--- src/rtl/i2c_eeprom_arbiter_if.sv ---
// Requester / controller bundle for i2c_eeprom_arbiter.
//   slave  : arbiter view (takes requests, drives the I2C controller)
//   master : requester/controller side view (testbench, SoC glue)
// Requester side : i_req, i_we, i_addr0/1, i_wdata0/1 -> o_done, o_err, o_rdata, o_busy
// Controller side: o_i2c_ctrl, o_i2c_dev_addr, o_i2c_reg_addr, o_i2c_w_data
//                  <- i_i2c_status, i_i2c_rd_data ({byte1,byte2,byte3,byte4})
interface i2c_eeprom_arbiter_if;
  logic [1:0]  i_req;
  logic [1:0]  i_we;
  logic [15:0] i_addr0;
  logic [15:0] i_addr1;
  logic [31:0] i_wdata0;
  logic [31:0] i_wdata1;
  logic [1:0]  o_done;
  logic        o_err;
  logic [31:0] o_rdata;
  logic        o_busy;
  logic [31:0] o_i2c_ctrl;
  logic [6:0]  o_i2c_dev_addr;
  logic [15:0] o_i2c_reg_addr;
  logic [31:0] o_i2c_w_data;
  logic [31:0] i_i2c_status;
  logic [31:0] i_i2c_rd_data;

  modport slave (
    input  i_req, i_we, i_addr0, i_addr1, i_wdata0, i_wdata1, i_i2c_status, i_i2c_rd_data,
    output o_done, o_err, o_rdata, o_busy,
           o_i2c_ctrl, o_i2c_dev_addr, o_i2c_reg_addr, o_i2c_w_data
  );

  modport master (
    output i_req, i_we, i_addr0, i_addr1, i_wdata0, i_wdata1, i_i2c_status, i_i2c_rd_data,
    input  o_done, o_err, o_rdata, o_busy,
           o_i2c_ctrl, o_i2c_dev_addr, o_i2c_reg_addr, o_i2c_w_data
  );
endinterface

--- src/rtl/i2c_eeprom_arbiter.sv ---
// Two-requester round-robin arbiter in front of an I2C EEPROM controller.
// A granted request is launched on the controller (enable + read/write opcode +
// clock-rate code), completion is taken from the rising edge of status[1], and
// writes additionally wait out the EEPROM internal write cycle (TWR_CYCLES).
// A controller that goes busy then idle without finishing is reported as NACK.
//
// Ports: i_clk, i_rst (async, active high), bus (i2c_eeprom_arbiter_if.slave).
// Parameters: DEV_ADDR, CLK_RATE, TWR_CYCLES (>=1), TIMEOUT_CYCLES.
// Optional: define I2C_ARB_TIMEOUT_EN to add a watchdog over LAUNCH/BUSY/WAIT_IDLE
// that errors the transaction after TIMEOUT_CYCLES cycles.
module i2c_eeprom_arbiter #(
  parameter logic [6:0]  DEV_ADDR       = 7'h50,
  parameter logic [2:0]  CLK_RATE       = 3'd6,
  parameter int unsigned TWR_CYCLES     = 500000,
  parameter int unsigned TIMEOUT_CYCLES = 2000000
) (
  input logic                 i_clk,
  input logic                 i_rst,
  i2c_eeprom_arbiter_if.slave bus
);

  typedef enum logic [2:0] {IDLE, ARB, LAUNCH, BUSY, WAIT_IDLE, WR_WAIT, DONE} state_t;
  state_t state, state_nx;

  logic [1:0]  req_q;      // requests sampled in IDLE; ARB works on this copy
  logic        gnt;        // requester currently being served
  logic        rr;         // requester preferred on the next contention
  logic        we_q;
  logic        left;       // controller has been seen active in this transaction
  logic        st1_q;      // previous status[1], for finish edge detection
  logic        err;
  logic        busy;
  logic [31:0] ctrl;
  logic [31:0] rdata;
  logic [31:0] wdata;
  logic [31:0] wcnt;
  logic [15:0] addr;

  logic win, grab, finish, abort, ctl_active, fin_edge;

  assign ctl_active = |bus.i_i2c_status[9:2];
  assign fin_edge   = bus.i_i2c_status[1] & ~st1_q;
  // both requesting -> pointer decides, otherwise the only requester wins
  assign win        = (req_q == 2'b11) ? rr : ~req_q[0];

  logic unused_status;
  assign unused_status = &{1'b0, bus.i_i2c_status[31:10], bus.i_i2c_status[0]};

`ifdef I2C_ARB_TIMEOUT_EN
  logic [31:0] tcnt;
  logic        in_wd, tmo;
  assign in_wd = (state == LAUNCH) || (state == BUSY) || (state == WAIT_IDLE);
  assign tmo   = in_wd && (tcnt == TIMEOUT_CYCLES - 32'd1);

  always_ff @(posedge i_clk or posedge i_rst) begin
    if (i_rst) tcnt <= '0;
    else       tcnt <= in_wd ? tcnt + 32'd1 : '0;
  end
`endif

  always_ff @(posedge i_clk or posedge i_rst) begin
    if (i_rst) state <= IDLE;
    else       state <= state_nx;
  end

  always_comb begin
    state_nx = state;
    grab     = 1'b0;
    finish   = 1'b0;
    abort    = 1'b0;
    case (state)
      IDLE:      if (|bus.i_req) state_nx = ARB;
      ARB: begin
        grab     = 1'b1;
        state_nx = LAUNCH;
      end
      LAUNCH:    state_nx = BUSY;
      BUSY: begin
        if (fin_edge) begin
          finish   = 1'b1;
          state_nx = WAIT_IDLE;
        end else if (left && !ctl_active) begin
          // went active and came back idle without finishing: NACK
          abort    = 1'b1;
          state_nx = DONE;
        end
      end
      WAIT_IDLE: if (!ctl_active) state_nx = we_q ? WR_WAIT : DONE;
      WR_WAIT:   if (wcnt == TWR_CYCLES - 32'd1) state_nx = DONE;
      DONE:      state_nx = IDLE;
      default:   state_nx = IDLE;
    endcase
`ifdef I2C_ARB_TIMEOUT_EN
    if (tmo) begin
      finish   = 1'b0;
      abort    = 1'b1;
      state_nx = DONE;
    end
`endif
  end

  always_ff @(posedge i_clk or posedge i_rst) begin
    if (i_rst) begin
      req_q <= '0;
      gnt   <= 1'b0;
      rr    <= 1'b0;
      we_q  <= 1'b0;
      left  <= 1'b0;
      st1_q <= 1'b0;
      err   <= 1'b0;
      busy  <= 1'b0;
      ctrl  <= '0;
      rdata <= '0;
      wdata <= '0;
      addr  <= '0;
      wcnt  <= '0;
    end else begin
      st1_q <= bus.i_i2c_status[1];
      wcnt  <= (state == WR_WAIT) ? wcnt + 32'd1 : '0;
      if (state == IDLE) req_q <= bus.i_req;
      if (grab) begin
        // operands are captured on the same edge busy rises, so the
        // requester may change them from then on
        gnt   <= win;
        we_q  <= bus.i_we[win];
        addr  <= win ? bus.i_addr1  : bus.i_addr0;
        wdata <= win ? bus.i_wdata1 : bus.i_wdata0;
        left  <= 1'b0;
        err   <= 1'b0;
        busy  <= 1'b1;
        ctrl  <= {25'd0, CLK_RATE, (bus.i_we[win] ? 3'd0 : 3'd1), 1'b1};
      end
      if (state == BUSY && ctl_active) left <= 1'b1;
      if (finish) begin
        ctrl <= '0;
        if (!we_q) rdata <= bus.i_i2c_rd_data;
      end
      if (abort) begin
        ctrl <= '0;
        err  <= 1'b1;
      end
      if (state == DONE) begin
        rr   <= ~gnt;
        busy <= 1'b0;
      end
    end
  end

  assign bus.o_i2c_ctrl     = ctrl;
  assign bus.o_i2c_dev_addr = DEV_ADDR;
  assign bus.o_i2c_reg_addr = addr;
  assign bus.o_i2c_w_data   = wdata;
  assign bus.o_rdata        = rdata;
  assign bus.o_busy         = busy;
  assign bus.o_done         = (state == DONE) ? (gnt ? 2'b10 : 2'b01) : 2'b00;
  assign bus.o_err          = (state == DONE) & err;

endmodule

--- src/flat_wrapper.sv ---
// flat-port wrapper written by rule: the top's interface ports become plain ports
module i2c_eeprom_arbiter_flat 
#(
  parameter logic [6:0]  DEV_ADDR       = 7'h50,
  parameter logic [2:0]  CLK_RATE       = 3'd6,
  parameter int unsigned TWR_CYCLES     = 500000,
  parameter int unsigned TIMEOUT_CYCLES = 2000000
)
  (i_clk, i_rst, bus_i_req, bus_i_we, bus_i_addr0, bus_i_addr1, bus_i_wdata0, bus_i_wdata1, bus_i_i2c_status, bus_i_i2c_rd_data, bus_o_done, bus_o_err, bus_o_rdata, bus_o_busy, bus_o_i2c_ctrl, bus_o_i2c_dev_addr, bus_o_i2c_reg_addr, bus_o_i2c_w_data);
  i2c_eeprom_arbiter_if bus_i ();
  input logic i_clk;
  input logic i_rst;
  input wire logic [$bits(bus_i.i_req)-1:0] bus_i_req;
  input wire logic [$bits(bus_i.i_we)-1:0] bus_i_we;
  input wire logic [$bits(bus_i.i_addr0)-1:0] bus_i_addr0;
  input wire logic [$bits(bus_i.i_addr1)-1:0] bus_i_addr1;
  input wire logic [$bits(bus_i.i_wdata0)-1:0] bus_i_wdata0;
  input wire logic [$bits(bus_i.i_wdata1)-1:0] bus_i_wdata1;
  input wire logic [$bits(bus_i.i_i2c_status)-1:0] bus_i_i2c_status;
  input wire logic [$bits(bus_i.i_i2c_rd_data)-1:0] bus_i_i2c_rd_data;
  output wire logic [$bits(bus_i.o_done)-1:0] bus_o_done;
  output wire logic [$bits(bus_i.o_err)-1:0] bus_o_err;
  output wire logic [$bits(bus_i.o_rdata)-1:0] bus_o_rdata;
  output wire logic [$bits(bus_i.o_busy)-1:0] bus_o_busy;
  output wire logic [$bits(bus_i.o_i2c_ctrl)-1:0] bus_o_i2c_ctrl;
  output wire logic [$bits(bus_i.o_i2c_dev_addr)-1:0] bus_o_i2c_dev_addr;
  output wire logic [$bits(bus_i.o_i2c_reg_addr)-1:0] bus_o_i2c_reg_addr;
  output wire logic [$bits(bus_i.o_i2c_w_data)-1:0] bus_o_i2c_w_data;
  assign bus_i.i_req = bus_i_req;
  assign bus_i.i_we = bus_i_we;
  assign bus_i.i_addr0 = bus_i_addr0;
  assign bus_i.i_addr1 = bus_i_addr1;
  assign bus_i.i_wdata0 = bus_i_wdata0;
  assign bus_i.i_wdata1 = bus_i_wdata1;
  assign bus_i.i_i2c_status = bus_i_i2c_status;
  assign bus_i.i_i2c_rd_data = bus_i_i2c_rd_data;
  assign bus_o_done = bus_i.o_done;
  assign bus_o_err = bus_i.o_err;
  assign bus_o_rdata = bus_i.o_rdata;
  assign bus_o_busy = bus_i.o_busy;
  assign bus_o_i2c_ctrl = bus_i.o_i2c_ctrl;
  assign bus_o_i2c_dev_addr = bus_i.o_i2c_dev_addr;
  assign bus_o_i2c_reg_addr = bus_i.o_i2c_reg_addr;
  assign bus_o_i2c_w_data = bus_i.o_i2c_w_data;
  i2c_eeprom_arbiter #(.DEV_ADDR(DEV_ADDR), .CLK_RATE(CLK_RATE), .TWR_CYCLES(TWR_CYCLES), .TIMEOUT_CYCLES(TIMEOUT_CYCLES)) u_core (.i_clk(i_clk), .i_rst(i_rst), .bus(bus_i));
endmodule
--- config.mk ---
export PLATFORM = sky130hd
export DESIGN_NAME = i2c_eeprom_arbiter_flat
export DESIGN_NICKNAME = d
export VERILOG_FILES = /design/src/rtl/i2c_eeprom_arbiter_if.sv /design/src/rtl/i2c_eeprom_arbiter.sv /design/src/flat_wrapper.sv
export SDC_FILE = /design/constraint.sdc
export NUM_CORES = 1
export LEC_CHECK = 0
export BUFFER_PORTS_ARGS = -buffer_cell sky130_fd_sc_hd__buf_2
export CAP_MARGIN = 25
export CORE_UTILIZATION = 48
export CTS_BUF_LIST = sky130_fd_sc_hd__clkbuf_4
export DETAILED_ROUTE_END_ITERATION = 12
export GPL_ROUTABILITY_DRIVEN = 0
export PLACE_DENSITY_LB_ADDON = 0.12
export SLEW_MARGIN = 10
export SYNTH_ARGS = -nofsm -noshare
export SYNTH_HDL_FRONTEND = slang
export SYNTH_SLANG_ARGS = --single-unit
export TNS_END_PERCENT = 50
--- constraint.sdc ---
create_clock -name i_clk -period 4.33 [get_ports i_clk]
set_input_delay 0 -clock i_clk [delete_from_list [all_inputs] [get_ports i_clk]]
set_output_delay 0 -clock i_clk [all_outputs]
set_load 0.02 [all_outputs]
==> key figures <==
Layout
  – Finished Layout Cells: 1106
  – Final Core Density: 73.45%
  – Area grow syn2layout: 48.98%
  – Layout net count: 1090
  – Layout cells sized above 1: 33.33%

Power and ir drop
  – Clock power share: 17.4%
  – Net load switching power: 2.191 mW
  – Power share of the sequential group: 35.1%
  – Int Power: 3.149 mW
  – Sw Share: between 40 and 50%
  – Logic pwr share: 47.5%
  – Power per standard cell area: around 600 nW/um2
  – Peak VDD IR: 0.4006 mV
  – Leakage: roughly 4.3 nW

Setup path
  – Setup crit end kind: flop
  – Setup crit start kind: flop
  – Worst Path Required: between 4 and 5 ns
  – Crit path kind: flop to flop
  – Worst-path fanout max: 36
  – Critical Path AT: between 3 and 4 ns

Clock tree
  – H-tree Lvls: 4
  – TritonCTS Buffers: 17
  – Root Buffer: clkbuf_4
  – Max Root-Sink Buffers: 2
  – Clk sink count: 126
  – CTS tree: built
  – Clk Latency, worst-skew pair: 0.55 ns
  – Reg clk slew, reported paths: 0.12 ns

Placement
  – Hpwl dp: around 9.5 mm
  – Placed Cells: 933
  – Port bufs: 230
  – Pre-CTS setup slack: roughly 2 ns

Synthesis
  – Number of synthesized flops with an enable pin: 0
  – Sequential area share after synthesis: 53.02%
  – Synth unique cells: 41
  – Synth warn: 0
  – Syn Std Cell Area: about 5900 um2
  – Top FF cell, synth: dfrtp_1
  – Async SR Flop Fraction: 100.0%
  – FF+latch count, synth: around 130
  – Syn avg cell area: 10.64 um2
  – Synth Instances: 559

STA
  – Clk_skew: around 0.023 ns
  – Period utilisation layout: 65.20%
  – Endpoints failing setup: 0
  – Total negative slack: 0 ns
  – Slew HR: 38.70%
  – WHS: around 0.13 ns
  – Max Fclk: 0.3542 GHz
  – RSZ-0062 raised after global routing: no
  – Slew Viols, Final: 0
  – Final hold vios: 0
  – Tmin final: 2.823 ns
  – Setup ws final: about 1.5 ns
  – Worst Tran Pin Value: 0.9067 ns

Floorplanning
  – Die width: 113.3 um
  – # rows: 40
  – # IOs: 289
  – Core Area: 12060 um2
  – Initial Util: between 40 and 50%
  – Die Y: 113.3 um
  – Die area: 12840 um2

Global routing
  – Global-route wire length before repair: 27.20 mm
  – Initial antenna violation count: 2
  – GR Overflow Total: 0
  – Pin count of the biggest net entering global routing: 77
  – Vias in the first global route: 5672
  – GR Util All Layers: 27.54%

Routing
  – Final WL: 17.20 mm
  – Post-DR wirelength/cell: around 16 um
  – Routed Antenna Nets: 0
  – Post-DR vias/cell: approximately 5
  – DR vias: 5529
  – First DRT Iteration DRCs: 255
  – Total iterations of the first detailed-routing run: 5
  – Post-route DRC violation count: 0

Status
  – Status: finished clean

Flow run
  – Max Cap Viol: 0

Min path
  – Min-delay worst type: input pin to flop
[flip-flops by register name (all words and copies together) (netlist names), 2 cells and up]
| signal | flops |
|---|---|
| u_core.bus.o_i2c_w_data | 32 |
| u_core.bus.o_rdata | 32 |
| u_core.wcnt | 32 |
| u_core.bus.o_i2c_reg_addr | 16 |
| u_core.state | 3 |
| u_core.bus.o_i2c_ctrl | 2 |
| u_core.req_q | 2 |
[final cells by class]
type	instances	area [um2]
Clock inverter	14	190.2
Timing Repair Buffer	376	2613
Multi-Input combinational cell	393	2517
Antenna cell	2	5.005
Inverter	9	36.28
Clock buffer	18	135.1
Sequential cell	126	3153
Tap cell	168	210.2
Fill cell	794	3202
[metal layers]
layer,track usage (%),vias up,part of all wire [%],wire [um]
li1,-,2584,-,-
met1,29.47,2629,37,6360
met2,49.69,259,53,9170
met3,7.766,57,5.9,1023
met4,13.77,0,3.8,648
met5,0,-,0,0
[cells by family (layout without fill, tap and decap cells)]
kind of cell / Yosys count / in the layout / synth area share (%)
xor+xnor: 21 / 21 / 3.093
compound gates: 82 / 82 / 7.196
simple gates: 169 / 169 / 14.24
buf+inv: 73 / 417 / 7.048
fa+ha+maj: 1 / 1 / 0.2104
other cells: 2 / 37 / 0.1263
flops: 126 / 126 / 53.02
mux: 85 / 85 / 15.06
[layout by cell type, fill, tap and decap left out, types with 9 or more instances in the layout]
master / instances
buf_2: 230
dlygate4sd3_1: 138
dfrtp_1: 126
nor2_1: 91
a21oi_1: 62
mux2i_1: 49
mux2_2: 36
conb_1: 35
clkbuf_4: 18
nand3_1: 16
nand2_1: 13
o21ai_0: 13
xor2_1: 13
or3_1: 9
[worst max-delay path, cell delays in order (launching register included)]
cell           delay (ns)
dfrtp_1              0.44
a21boi_4             0.57
buf_4                0.60
mux2i_1              0.29
dlygate4sd3_1        0.59
nand2_1              0.08
o21a_1               0.15
[power by group through the flow]
stage,logic [mW],clock network (mW),registers [mW]
after floorplan,1.12,0,2.27
final,2.54,0.927,1.88
after CTS,2.45,0.946,1.85
after detailed placement,2.17,0,1.87
after global placement,2.12,0,1.85
after global routing,2.72,0.996,1.93
[cells in the mapped netlist (2+ instances only)]
library cell	count	share of area [%]
nand3b_1	2	0.25
buf_2	5	0.42
nor4b_1	2	0.29
nor2_1	92	5.8
buf_4	37	4.7
clkbuf_1	20	1.3
or3_1	9	0.95
o21ai_0	13	1.1
and3_1	4	0.42
nand4_4	3	1.1
nor4_1	4	0.42
conb_1	2	0.13
nand2b_1	3	0.32
nand2_1	13	0.82
buf_1	2	0.13
nand3_1	16	1.3
and2_1	4	0.42
or4_1	2	0.25
inv_1	9	0.57
nor3_1	3	0.25
mux2_2	36	6.8
a21oi_1	62	5.2
nor2b_1	2	0.21
xor2_1	13	1.9
and4_1	2	0.29
dfrtp_1	126	53
mux2i_1	49	8.2
nand4_1	4	0.42
xnor2_1	8	1.2
[metrics by stage]
stage | instance area, um2 | total power, mW
after global routing | 8860 | 5.645
after CTS | 8817 | 5.251
final | 8860 | 5.340
after floorplan | 6071 | 3.391
after detailed placement | 7121 | 4.040
after global placement | 7121 | 3.972
[path summary, 6_finish.rpt]
| path | end | start | depth (start not counted) | slack [ns] |
|---|---|---|---|---|
| min in group asynchronous | u_core.bus.o_i2c_w_data[0] | i_rst | 5 | 0.55 |
| min | u_core.st1_q | bus_i_i2c_status[1] | 2 | 0.13 |
| max | u_core.we_q | u_core.rr | 6 | 1.51 |
| max in group asynchronous | u_core.wcnt[29] | i_rst | 5 | 3.15 |
| min reg2reg | u_core.bus.o_rdata[0] | u_core.bus.o_rdata[0] | 1 | 0.51 |
| max reg2reg | u_core.we_q | u_core.rr | 6 | 1.51 |
[what timing repair did]
action | 4_1_cts | 5_1_grt
hold endpoints to repair | 214 | 9
hold buffers | 137 | 1
gates resized for setup | 0 | 0
setup buffers | 0 | 0
Note: power is estimated with default switching activity, not from simulation.
